## config.mk

```make
export PLATFORM = sky130hd
export DESIGN_NAME = rotate_monitor
export DESIGN_NICKNAME = d
export VERILOG_FILES = /design/src/rtl/rotate_monitor.sv
export SDC_FILE = /design/constraint.sdc
export NUM_CORES = 1
export LEC_CHECK = 0
export BUFFER_PORTS_ARGS = -buffer_cell sky130_fd_sc_hd__buf_2
export CORE_ASPECT_RATIO = 0.8
export CORE_MARGIN = 2
export CORE_UTILIZATION = 55
export DETAILED_ROUTE_END_ITERATION = 8
export PLACE_DENSITY = 0.8
export SYNTH_ARGS = -nofsm -noshare
export SYNTH_HDL_FRONTEND = slang
export SYNTH_SLANG_ARGS = --single-unit
```

## constraint.sdc

```tcl
create_clock -name clk -period 5.15 [get_ports clk]
set_input_delay 0.515 -clock clk [delete_from_list [all_inputs] [get_ports clk]]
set_output_delay 0.515 -clock clk [all_outputs]
set_load 0.01 [all_outputs]
```

## src/rtl/rotate_monitor.sv

```systemverilog
// rotate_monitor
// Receiving-end checker for an 8-bit one-hot rotating LED pattern.
//
// On each sample strobe the block classifies the pattern:
//   - a repeat of the previous sample
//   - a one-hot step left or right
//   - a non-adjacent one-hot jump
//   - zero or multi-hot
// From this it learns the rotation direction and locks after LOCK_STEPS
// consistent steps. It counts full revolutions while locked, and flags
// anything that breaks the lock.
//
// Ports:
//   clk         system clock
//   reset       synchronous, active-low reset
//   sample_en   one-cycle sample strobe
//   rotate_data observed 8-bit pattern
//   position    index of the lit bit in the last legal sample
//   pos_valid   position holds a decoded one-hot sample
//   direction   0 = left (index +1), 1 = right (index -1); valid while locked
//   locked      monitor is locked onto a consistent rotation
//   step_err    one-cycle pulse on an illegal pattern or step while locked
//   err_count   saturating count of step_err pulses
//   rev_count   full revolutions seen while locked (wrapping)
module rotate_monitor #(
  parameter int LOCK_STEPS = 2,
  parameter int REV_W      = 8,
  parameter int ERR_W      = 4
) (
  input  logic             clk,
  input  logic             reset,
  input  logic             sample_en,
  input  logic [7:0]       rotate_data,
  output logic [2:0]       position,
  output logic             pos_valid,
  output logic             direction,
  output logic             locked,
  output logic             step_err,
  output logic [ERR_W-1:0] err_count,
  output logic [REV_W-1:0] rev_count
);

  typedef enum logic [1:0] {
    IDLE    = 2'd0,
    ACQUIRE = 2'd1,
    LOCKED  = 2'd2
  } state_t;

  localparam logic [2:0] LOCK_CNT = 3'(LOCK_STEPS);

  state_t           state, state_n;
  logic [2:0]       step_cnt, step_cnt_n;
  logic [7:0]       prev_sample, prev_sample_n;
  logic [2:0]       position_n;
  logic             pos_valid_n;
  logic             direction_n;
  logic             step_err_n;
  logic [ERR_W-1:0] err_count_n;
  logic [REV_W-1:0] rev_count_n;

  logic [2:0]       idx;
  logic             one_hot;
  logic             is_same;
  logic             left_step;
  logic             right_step;

  // Pattern classification. The previous index is the stored position,
  // which always matches the previous sample whenever pos_valid is set.
  always_comb begin
    idx = 3'd0;
    for (int i = 0; i < 8; i++) begin
      if (rotate_data[i]) idx = 3'(i);
    end
    one_hot    = (rotate_data != 8'd0) && ((rotate_data & (rotate_data - 8'd1)) == 8'd0);
    is_same    = (rotate_data == prev_sample);
    left_step  = one_hot && (idx == position + 3'd1);
    right_step = one_hot && (idx == position - 3'd1);
  end

  // Next-state and output logic. Everything holds unless a strobe carries
  // a sample that differs from the previous one.
  always_comb begin
    state_n       = state;
    step_cnt_n    = step_cnt;
    position_n    = position;
    pos_valid_n   = pos_valid;
    direction_n   = direction;
    step_err_n    = 1'b0;
    err_count_n   = err_count;
    rev_count_n   = rev_count;
    prev_sample_n = sample_en ? rotate_data : prev_sample;

    if (sample_en && !is_same) begin
      case (state)
        IDLE: begin
          if (one_hot) begin
            position_n  = idx;
            pos_valid_n = 1'b1;
            step_cnt_n  = 3'd0;
            state_n     = ACQUIRE;
          end
        end

        ACQUIRE: begin
          if (!one_hot) begin
            pos_valid_n = 1'b0;
            step_cnt_n  = 3'd0;
            state_n     = IDLE;
          end else if (left_step || right_step) begin
            // A count of zero means no candidate direction yet; a
            // reversal restarts the run in the new direction.
            if (step_cnt != 3'd0 && right_step == direction)
              step_cnt_n = step_cnt + 3'd1;
            else
              step_cnt_n = 3'd1;
            direction_n = right_step;
            position_n  = idx;
            if (step_cnt_n >= LOCK_CNT) state_n = LOCKED;
          end else begin
            position_n = idx;
            step_cnt_n = 3'd0;
          end
        end

        LOCKED: begin
          if ((left_step && !direction) || (right_step && direction)) begin
            position_n = idx;
            // The wrap step completes a revolution in either direction.
            if ((!direction && idx == 3'd0) || (direction && idx == 3'd7))
              rev_count_n = rev_count + 1'b1;
          end else begin
            step_err_n = 1'b1;
            if (err_count != '1) err_count_n = err_count + 1'b1;
            step_cnt_n = 3'd0;
            if (one_hot) begin
              position_n = idx;
              state_n    = ACQUIRE;
            end else begin
              pos_valid_n = 1'b0;
              state_n     = IDLE;
            end
          end
        end

        default: begin
          pos_valid_n = 1'b0;
          step_cnt_n  = 3'd0;
          state_n     = IDLE;
        end
      endcase
    end
  end

  // State and output registers; reset wins over a coincident strobe.
  always_ff @(posedge clk) begin
    if (!reset) begin
      state       <= IDLE;
      step_cnt    <= 3'd0;
      prev_sample <= 8'd0;
      position    <= 3'd0;
      pos_valid   <= 1'b0;
      direction   <= 1'b0;
      step_err    <= 1'b0;
      err_count   <= '0;
      rev_count   <= '0;
    end else begin
      state       <= state_n;
      step_cnt    <= step_cnt_n;
      prev_sample <= prev_sample_n;
      position    <= position_n;
      pos_valid   <= pos_valid_n;
      direction   <= direction_n;
      step_err    <= step_err_n;
      err_count   <= err_count_n;
      rev_count   <= rev_count_n;
    end
  end

  assign locked = (state == LOCKED);

endmodule

```

==> results_dict.tcl, run 1 <==
set metrics [dict create \
    status "complete, no violations" \
    antenna_found_initial 0 \
    busiest_layer "met2" \
    seqPwrFrac_pct 46.6 \
    synthCells 239 \
    critPathKind "in -> reg" \
    syn_nets 260 \
    nets 287 \
    multi_input_area_sq_um 1246 \
    clock_latency_ns 0.29 \
    dieHeight_microns 57.76 \
    cts-htree-levels 2 \
    synth_area_leaders "dfxtp_1, mux2i_1, ha_1" \
    firstDrtPassIters 4 \
    setup_tns_ns 0 \
    initial_utilization_pct 57.64 \
    post_cts_resized 0 \
    utilization_pct 65.05 \
    slowest_stage "or4_4" \
    rsz0062_at_grt "no" \
    ys_ff_latch 31 \
    vias 1764 \
    worstPathRequired_ns 5.33 \
    numCtsBuffers 5 \
    holdBufCountCts 0 \
    crit_chain "buf_2, or4_4, xor2_2, xor2_1, or3_4, a2111o_1, or4_1, mux2i_1" \
    worstMarginPinSlew_ns 0.7561 \
    use_met3_pct 7.304 \
    grt_pass1_wl_microns 6810 \
    core_sq_um 3447 \
    synth-async-reset-ratio_pct 0 \
    cts.sinks 31 \
    netSwitchingPower_w 0.0001247 \
    cts-root-buf "clkbuf_8" \
    clkTransAtPathRegs_ns 0.06 \
    p_leak_nw 0.9398 \
    worst_hold_path_type "reg -> reg" \
    diodes 0 \
    max_stage_delay_ns 0.58 \
    routed_wl_microns 3991 \
    crit_path_start_kind "primary input" \
    rows 19 \
    vdd_drop_max_uv 171.8 \
    synthToLayoutAreaGrowth_pct 12.85 \
    antenna_left 0 \
    netlist_area_sq_um 1987 \
    slew_violations 0 \
    combPwrFrac_pct 10.4 \
    grt_overflow 0 \
    cts_tree "built" \
    switching_share_pct 23.43 \
    cts_buffer_depth 2 \
    wl_per_cell_microns 12.96 \
    cap_violations 0 \
    synth_top_area_cell "dfxtp_1" \
    finalPower_w 0.0005324 \
    grtUsageTotal_pct 21.14 \
    synth_cell_type_count 51 \
    grt_pass1_vias 1523 \
    power_density_nw_per_um2 237.5 \
    place_congestion 0.9055 \
    ys_top_cells_by_count "dfxtp_1, inv_1, nand2_1, nor2_1, mux2i_1" \
    hold_ws_ns 0.4739 \
    cts_setup_buffers 0 \
    worst_setup_path_end_kind "register" \
    met2_usage_pct 31.35 \
    intPower_w 0.0004077 \
    postSynthAreaPerCell_sq_um 8.313 \
    register_area_sq_um 620.6 \
    yosysMostFrequentCell "dfxtp_1" \
    fmax_ghz 0.3369 \
    min_period_over_period_pct 57.63 \
    routed_via_density 5.727 \
    dp_hpwl_microns 2978 \
    drt_iter0_drc 120 \
    die_w_microns 71.20 \
    drc 0 \
    cp.arrival_ns 3.15 \
    met1_usage_pct 28.80 \
    p_clk_share_pct 43.0 \
    worst_clock_skew_ns 0.003627 \
    port-buffer-count 29 \
    synth.yosys.warnings 0 \
    nFillCells 303 \
    yosysTopAreaCellShare_pct 31.23 \
    seq_area_frac_synth_pct 31.23 \
    drive_above_1_share_pct 16.17 \
    ys.flop_type "dfxtp_1" \
    dieArea_sq_um 4113 \
    hold_viol 0 \
    top_level_ports 30 \
    period_needed_ns 2.968 \
    timing.max_slew.rel_slack_pct 49.54 \
    grt_start_max_net_pins 23 \
    synth_edf_count 0 \
    finalSetupViolCount 0 \
    path_max_fanout 7 \
]
-- worst paths after layout --
path	end	cells past startpoint	startpoint	slack [ns]
setup reg to reg	rev_count[7]	7	position[0]	2.30
hold reg to reg	rev_count[7]	2	rev_count[7]	0.47
setup / recovery	rev_count[7]	8	rotate_data[4]	2.18
hold / removal	rev_count[7]	2	rev_count[7]	0.47
-- sequential cells by signal (all words and copies together) (netlist names) --
| signal | flops |
|---|---|
| step_cnt | 3 |
| err_count | 4 |
| state | 2 |
| rev_count | 8 |
| step_err | 1 |
| direction | 1 |
| position | 3 |
| pos_valid | 1 |
| prev_sample | 8 |
-- power by group through the flow --
stage | Clock (W) | Combinational, W | Sequential (W)
6_report | 0.000229 | 0.0000554 | 0.000248
5_1_grt | 0.000245 | 0.0000626 | 0.000249
4_1_cts | 0.000234 | 0.0000553 | 0.000248
3_5_place_dp | 0 | 0.0000551 | 0.000254
3_3_place_gp | 0 | 0.0000539 | 0.000253
2_1_floorplan | 0 | 0.0000423 | 0.000253
-- cell usage in the layout (no fill, tap or decap), drive strengths merged, types with 2 or more instances in the layout --
| master | synthesis | layout |
|---|---|---|
| dfxtp | 31 | 31 |
| buf | 5 | 29 |
| inv | 20 | 20 |
| nor2 | 20 | 20 |
| nand2 | 20 | 20 |
| mux2i | 16 | 16 |
| xor2 | 13 | 13 |
| a21oi | 10 | 10 |
| ha | 10 | 10 |
| nand2b | 9 | 9 |
| o21ai | 9 | 9 |
| nor3 | 8 | 8 |
| or3 | 6 | 6 |
| clkbuf | 4 | 6 |
| nand3 | 5 | 5 |
| a211oi | 5 | 5 |
| nand4 | 4 | 4 |
| nor4 | 3 | 3 |
| o31ai | 3 | 3 |
| a21boi | 3 | 3 |
| a221oi | 2 | 2 |
| xnor2 | 2 | 2 |
| or2 | 2 | 2 |
| a2111o | 2 | 2 |
| o211ai | 2 | 2 |
| a211o | 2 | 2 |
| o311ai | 2 | 2 |
| and2 | 2 | 2 |
| o221ai | 2 | 2 |
| and4 | 2 | 2 |
| or4 | 2 | 2 |
| a2111oi | 2 | 2 |
-- final cells by class --
cell class | instances | share of cell area, %
repair buffers | 29 | 6.473
clock inverters | 1 | 1.339
inverters | 20 | 3.348
clock buffers | 6 | 3.237
well taps | 42 | 2.344
multi-input cells | 179 | 55.58
flip-flops and latches | 31 | 27.68
-- layer usage --
layer,routed length (microns),vias to the layer above
met5,0,-
met2,1653,37
met1,2056,809
met3,214,7
li1,-,911
met4,66,0
-- through the flow --
stage          instance area (sq um)  instances  setup WS (ns)
5_1_grt                         2242        308          2.031
6_report                        2242        308          2.182
2_1_floorplan                   1987        239          2.030
4_1_cts                         2242        308          2.190
3_3_place_gp                    2140        301          1.926
3_5_place_dp                    2140        301          1.895
-- cells by family after synthesis --
logic type      share of synthesized area, %
fa+ha+maj                              6.297
mux                                    8.060
compound gates                         19.21
buf+inv                                6.045
xor+xnor                               6.990
flops                                  31.23
simple gates                           22.17
-- critical path, delay by kind of cell --
kind,cells,cell delay [ns]
xor+xnor,2,0.35
simple gates,3,1.51
mux,1,0.13
buf+inv,1,0.14
compound gates,1,0.50
No activity file was read; power rests on OpenSTA's default activity.
==> run 2, diff against run 1 <==
--- a/config.mk
+++ b/config.mk
@@ -5,6 +5,7 @@
 export SDC_FILE = /design/constraint.sdc
 export NUM_CORES = 1
 export LEC_CHECK = 0
+export ABC_AREA = 1
 export BUFFER_PORTS_ARGS = -buffer_cell sky130_fd_sc_hd__buf_2
 export CORE_ASPECT_RATIO = 0.8
 export CORE_MARGIN = 2
==> constraint.sdc (replaced) <==
create_clock -name clk -period 3 [get_ports clk]
set_input_delay 0.3 -clock clk [delete_from_list [all_inputs] [get_ports clk]]
set_output_delay 0.3 -clock clk [all_outputs]
set_load 0.01 [all_outputs]
==> run 2 against run 1 <==
Compared with the run above: sequential cell count is the same; non-clock buffer count unchanged; clock-buffer cell count unchanged; utilization up 1.7 points; clock skew increased by 0.0043 ns; register-to-register slack worse by 1.4 ns; via count rose by 1.2%; worst hold slack got worse by 0.15 ns; first-iteration DRC count fell by 53%; global-route usage increased by 0.28 points; critical endpoint is now rev_count[2]; highest routed layer unchanged.
==> results_dict.tcl, run 2 <==
set metrics [dict create \
    hold_viol 0 \
    instances_no_fill 353 \
    synth_cell_type_count 30 \
    min_period_over_period_pct 69.57 \
    setup_tns_ns 0 \
    antenna_found_initial 0 \
    cts_tree "built" \
    firstDrtPassIters 4 \
    path_max_fanout 9 \
    cts_setup_buffers 0 \
    fmax_ghz 0.4792 \
    slowest_stage "dfxtp_1" \
    initial_utilization_pct 57.97 \
    cts.sinks 31 \
    synth.yosys.warnings 0 \
    core_sq_um 3447 \
    vdd_drop_max_uv 393.8 \
    worst_setup_path_end_kind "register" \
    dp_cells 345 \
    critPathKind "reg -> reg" \
    netlist_area_sq_um 1998 \
    p_leak_nw 1.034 \
    worst_hold_path_type "in -> reg" \
    worstPathRequired_ns 3.19 \
    rsz0062_at_grt "no" \
    max_stage_delay_ns 0.42 \
    grt_start_max_net_pins 19 \
    grt_pass1_vias 1666 \
    slew_violations 0 \
    routed_via_density 5.057 \
    port-buffer-count 29 \
    worstMarginPinSlew_ns 0.4935 \
    cts-htree-levels 2 \
    final_common_cell "nand2_1" \
    syn_nets 298 \
    diodes 0 \
    top_level_ports 30 \
    nFillCells 297 \
    cts_buffer_depth 2 \
    drive_above_1_share_pct 21.54 \
    ys_top_cells_by_count "nand2_1, inv_1, dfxtp_1" \
    dp_hpwl_microns 3081 \
    status "complete, no violations" \
    synth_edf_count 0 \
    cp.arrival_ns 2.27 \
    dieArea_sq_um 4134 \
    synth_area_leaders "dfxtp_1, nand2_1, inv_1" \
    clock_latency_ns 0.29 \
    numCtsBuffers 5 \
    top_regs "prev_sample: 8 flops, rev_count: 8 flops, err_count: 4 flops" \
    final_area_sq_um 2302 \
    crit_chain "inv_1, ha_1, xor2_1, nand2_1, nand2_1, nor2_2, nand3_4, nand2_4, nand2_4, clkinv_4, nand3_4, clkinv_4, nand3_2, and3_1" \
    synthCells 277 \
    crit_path_start_kind "register" \
    drt_iter0_drc 56 \
    die_w_microns 71.39 \
    wl_per_cell_microns 11.33 \
    worst_clock_skew_ns 0.007940 \
    post_cts_resized 0 \
    cts-root-buf "clkbuf_8" \
    grt_pass1_wl_microns 6989 \
    place_area_sq_um 2185 \
    holdBufCountCts 0 \
    synth-async-reset-ratio_pct 0 \
    ys.flop_type "dfxtp_1" \
    rows 19 \
    synthToLayoutAreaGrowth_pct 15.22 \
    postSynthAreaPerCell_sq_um 7.214 \
    yosysMostFrequentCell "nand2_1" \
    yosysTopAreaCellShare_pct 31.06 \
    antenna_left 0 \
    power_density_nw_per_um2 434.7 \
    ys_ff_latch 31 \
    synth_top_area_cell "dfxtp_1" \
    period_needed_ns 2.087 \
    timing.max_slew.rel_slack_pct 66.85 \
    vias 1785 \
    cap_violations 0 \
    drc 0 \
    finalSetupViolCount 0 \
    grt_overflow 0 \
    dieHeight_microns 57.91 \
    final_cell_mix "nand2_1, inv_1, dfxtp_1" \
    grtUsageTotal_pct 21.43 \
    nets 331 \
    clkTransAtPathRegs_ns 0.07 \
    seq_area_frac_synth_pct 31.06 \
    routed_wl_microns 4001 \
    place_congestion 0.7862 \
]
## run 2: changes by cell type after synthesis, moves of 9 or more
cell / before / now
nand2_1: 20 / 60
mux2i_1: 16 / 0
inv_1: 20 / 34
a21oi_1: 10 / 22
o21ai_0: 7 / 17
nand2b_1: 9 / 0
## run 2: per-stage QoR
stage	hold slack (ns)	utilization, %	total power, W	setup WS, ns
final	0.3237	66.79	0.001001	0.9130
after floorplan	0.4349	-	0.0005395	1.056
after global placement	0.4659	63.38	0.0005766	0.9423
after global routing	0.3268	66.79	0.001049	0.7278
after CTS	0.3136	66.79	0.001012	0.9163
after detailed placement	0.4868	63.38	0.0005780	0.9350
## run 2: kinds of logic (layout without fill, tap and decap cells)
kind of cell | Yosys count | after routing | share of synthesized area [%]
xor+xnor | 17 | 17 | 7.451
buf+inv | 43 | 77 | 8.578
flops | 31 | 31 | 31.06
fa+ha+maj | 10 | 10 | 6.262
compound gates | 44 | 44 | 11.58
simple gates | 132 | 132 | 35.07
## run 2: cell type report
class | count | area (sq um) | area share, %
repair buffers | 29 | 145.1 | 6.304
clock inverters | 2 | 35.03 | 1.522
clock buffers | 6 | 82.58 | 3.587
inverters | 40 | 160.2 | 6.957
multi-input cells | 203 | 1206 | 52.39
well taps | 42 | 52.55 | 2.283
flip-flops and latches | 31 | 620.6 | 26.96
## run 2: worst paths after layout
path | slack [ns] | cells after the start | to | from
max | 0.91 | 14 | rev_count[2] | position[0]
min reg2reg | 0.49 | 2 | pos_valid | pos_valid
max reg2reg | 0.91 | 14 | rev_count[2] | position[0]
min | 0.32 | 3 | prev_sample[0] | rotate_data[0]
## run 2: worst max-delay path: cells and delay by family, from the launching register on
family / cells / cell delay, ns
adders and majority gates: 1 / 0.24
buffers and inverters: 3 / 0.27
xor gates and xnor gates: 1 / 0.15
DFF: 1 / 0.42
and+or+nand+nor: 9 / 0.90
## run 2: power breakdown
group	total (W)	internal (W)	switching, W
Clock	0.000431	0.000269	0.000162
Combinational	0.000133	0.0000472	0.0000858
Sequential	0.000437	0.000426	0.0000107
Total	0.00100	0.000742	0.000259
## run 2: layer usage
| metal | up-vias | wire length, microns | track usage (%) |
|---|---|---|---|
| met1 | 783 | 2001 | 27.06 |
| met5 | - | 0 | 0 |
| met3 | 4 | 163 | 6.087 |
| li1 | 967 | - | - |
| met2 | 31 | 1797 | 34.13 |
| met4 | 0 | 39 | 9.973 |
==> run 3, diff against run 2 <==
==> constraint.sdc (replaced) <==
create_clock -name clk -period 2.2 [get_ports clk]
set_input_delay 0.22 -clock clk [delete_from_list [all_inputs] [get_ports clk]]
set_output_delay 0.22 -clock clk [all_outputs]
set_load 0.01 [all_outputs]
==> run 3 against run 2 <==
Compared with the run above: combinational power rose by 38%; critical path type unchanged; total power is 26% higher; sequential power up 36%; sequential share of layout area grew 0.25 points; non-clock buffer count unchanged; fmax up 4.7%; final cell count unchanged; worst hold slack worse by 0.077 ns.
==> results_dict.tcl, run 3 (same netlist as run 2, synthesis figures left out) <==
set metrics [dict create \
    drc 0 \
    path_max_fanout 9 \
    register_area_sq_um 621.8 \
    dieHeight_microns 57.91 \
    worstMarginPinSlew_ns 0.4496 \
    grt_overflow 0 \
    cts_setup_buffers 0 \
    met2_length_microns 1645 \
    core_sq_um 3447 \
    cp.arrival_ns 2.17 \
    worstHoldPathCells 3 \
    grt_pass1_vias 1640 \
    status "complete, no violations" \
    worst_clock_skew_ns 0.003339 \
    wl_met1_microns 1983 \
    critPathLaunch "position[0]" \
    wl_met3_microns 164 \
    drt_iter0_drc 58 \
    min_period_over_period_pct 90.59 \
    crit_path_start_kind "register" \
    nFillCells 305 \
    diodes 0 \
    finalSetupViolCount 0 \
    rsz0062_at_grt "no" \
    worst_hold_path_type "in -> reg" \
    p_leak_nw 1.024 \
    synthToLayoutAreaGrowth_pct 14.40 \
    reg2regPathDepth 14 \
    crit_family "simple AND/OR/NAND/NOR gates" \
    drive_above_1_share_pct 21.54 \
    cts-htree-levels 2 \
    final_common_cell "nand2_1" \
    reg2reg_to "rev_count[2]" \
    routed_wl_microns 3848 \
    slowest_stage "dfxtp_2" \
    worst_setup_path_end_kind "register" \
    setup_tns_ns 0 \
    top_level_ports 30 \
    crit_chain "inv_1, ha_1, xor2_1, nand2_1, nand2_1, nor2_2, nand3_4, nand2_4, nand2_4, clkinv_4, nand3_4, clkinv_4, nand3_2, and3_1" \
    power_density_nw_per_um2 553.2 \
    worstPathRequired_ns 2.38 \
    max_stage_delay_ns 0.36 \
    antenna_left 0 \
    holdBufCountCts 0 \
    port-buffer-count 29 \
    final_cell_mix "nand2_1, inv_1, dfxtp_1" \
    cts_tree "built" \
    grtUsageTotal_pct 20.81 \
    hold_end "prev_sample[1]" \
    critPathKind "reg -> reg" \
    routed_via_density 5.198 \
    hold_viol 0 \
    nets 331 \
    rows 19 \
    vdd_drop_max_uv 415.4 \
    crit_buf_inv 3 \
    fmax_ghz 0.5017 \
    slew_violations 0 \
    rrSetupSlack_ns 0.21 \
    cts-root-buf "clkbuf_8" \
    dp_hpwl_microns 3029 \
    period_needed_ns 1.993 \
    reg2reg_from "position[0]" \
    antenna_found_initial 0 \
    initial_utilization_pct 57.97 \
    top_layer_used "met4" \
    cts_buffer_depth 2 \
    place_congestion 0.7875 \
    top_regs "prev_sample: 8 flops, rev_count: 8 flops, err_count: 4 flops" \
    numCtsBuffers 5 \
    clkTransAtPathRegs_ns 0.06 \
    vias 1835 \
    multi_input_area_sq_um 1206 \
    die_w_microns 71.39 \
    dieArea_sq_um 4134 \
    hold_ws_ns 0.2468 \
    timing.max_slew.rel_slack_pct 70.00 \
    wl_per_cell_microns 10.90 \
    grt_pass1_wl_microns 6975 \
    grt_start_max_net_pins 19 \
    clock_latency_ns 0.28 \
    cts.sinks 31 \
    min-delay-start "rotate_data[1]" \
    cap_violations 0 \
    firstDrtPassIters 5 \
]
[run 3: area by class of cell]
type                       count  share of cell area, %
tap                           42                  2.299
multi-input combinational    203                  52.76
sequential                    31                  27.20
inverter                      40                  7.006
clock buffer                   8                  4.379
timing repair buffer          29                  6.349
[run 3: report_power, final]
group / total [W] / internal, W / switching (W)
registers: 0.000595 / 0.000581 / 0.0000141
clock network: 0.000486 / 0.000285 / 0.000201
logic: 0.000183 / 0.0000648 / 0.000118
total: 0.00126 / 0.000931 / 0.000333
[run 3: metrics by stage]
step / util (%) / instances / setup WS (ns) / area, sq um / power [W]
detailed placement: 63.38 / 345 / 0.1601 / 2185 / 0.0007898
global placement: 63.38 / 345 / 0.2513 / 2185 / 0.0007847
global route: 66.32 / 353 / 0.01541 / 2286 / 0.001340
CTS: 66.28 / 353 / 0.1496 / 2285 / 0.001280
finish: 66.32 / 353 / 0.2069 / 2286 / 0.001265
floorplan: - / 277 / 0.2558 / 1998 / 0.0007357
[run 3: worst max-delay path by stage]
stage | end | slack, ns | cells after the start
after global placement | rev_count[2] | 0.25 | 14
after detailed placement | rev_count[2] | 0.16 | 14
after CTS | rev_count[2] | 0.15 | 14
after floorplan | rev_count[2] | 0.26 | 14
after global routing | state[1] | 0.02 | 14
final | rev_count[2] | 0.21 | 14
[run 3: per-layer routing]
| metal | global-route usage [%] | vias to the layer above |
|---|---|---|
| met3 | 5.391 | 8 |
| met2 | 32.94 | 34 |
| met1 | 28.09 | 827 |
| li1 | - | 966 |
| met4 | 6.469 | 0 |
| met5 | 0 | - |
[run 3: timing repair]
item | CTS | global route
gates resized for setup | 0 | 1
setup endpoints to repair | 0 | 5
endpoints found under the hold margin | 0 | 0
[run 3: worst register-to-register path, stage by stage, from the launching register on]
cell and delay (ns):
dfxtp_2 0.36, inv_1 0.06, ha_1 0.22, xor2_1 0.15, nand2_1 0.07, nand2_1 0.06, nor2_2 0.18, nand3_4 0.11
nand2_4 0.09, nand2_4 0.08, clkinv_4 0.06, nand3_4 0.11, clkinv_4 0.12, nand3_2 0.05, and3_1 0.16
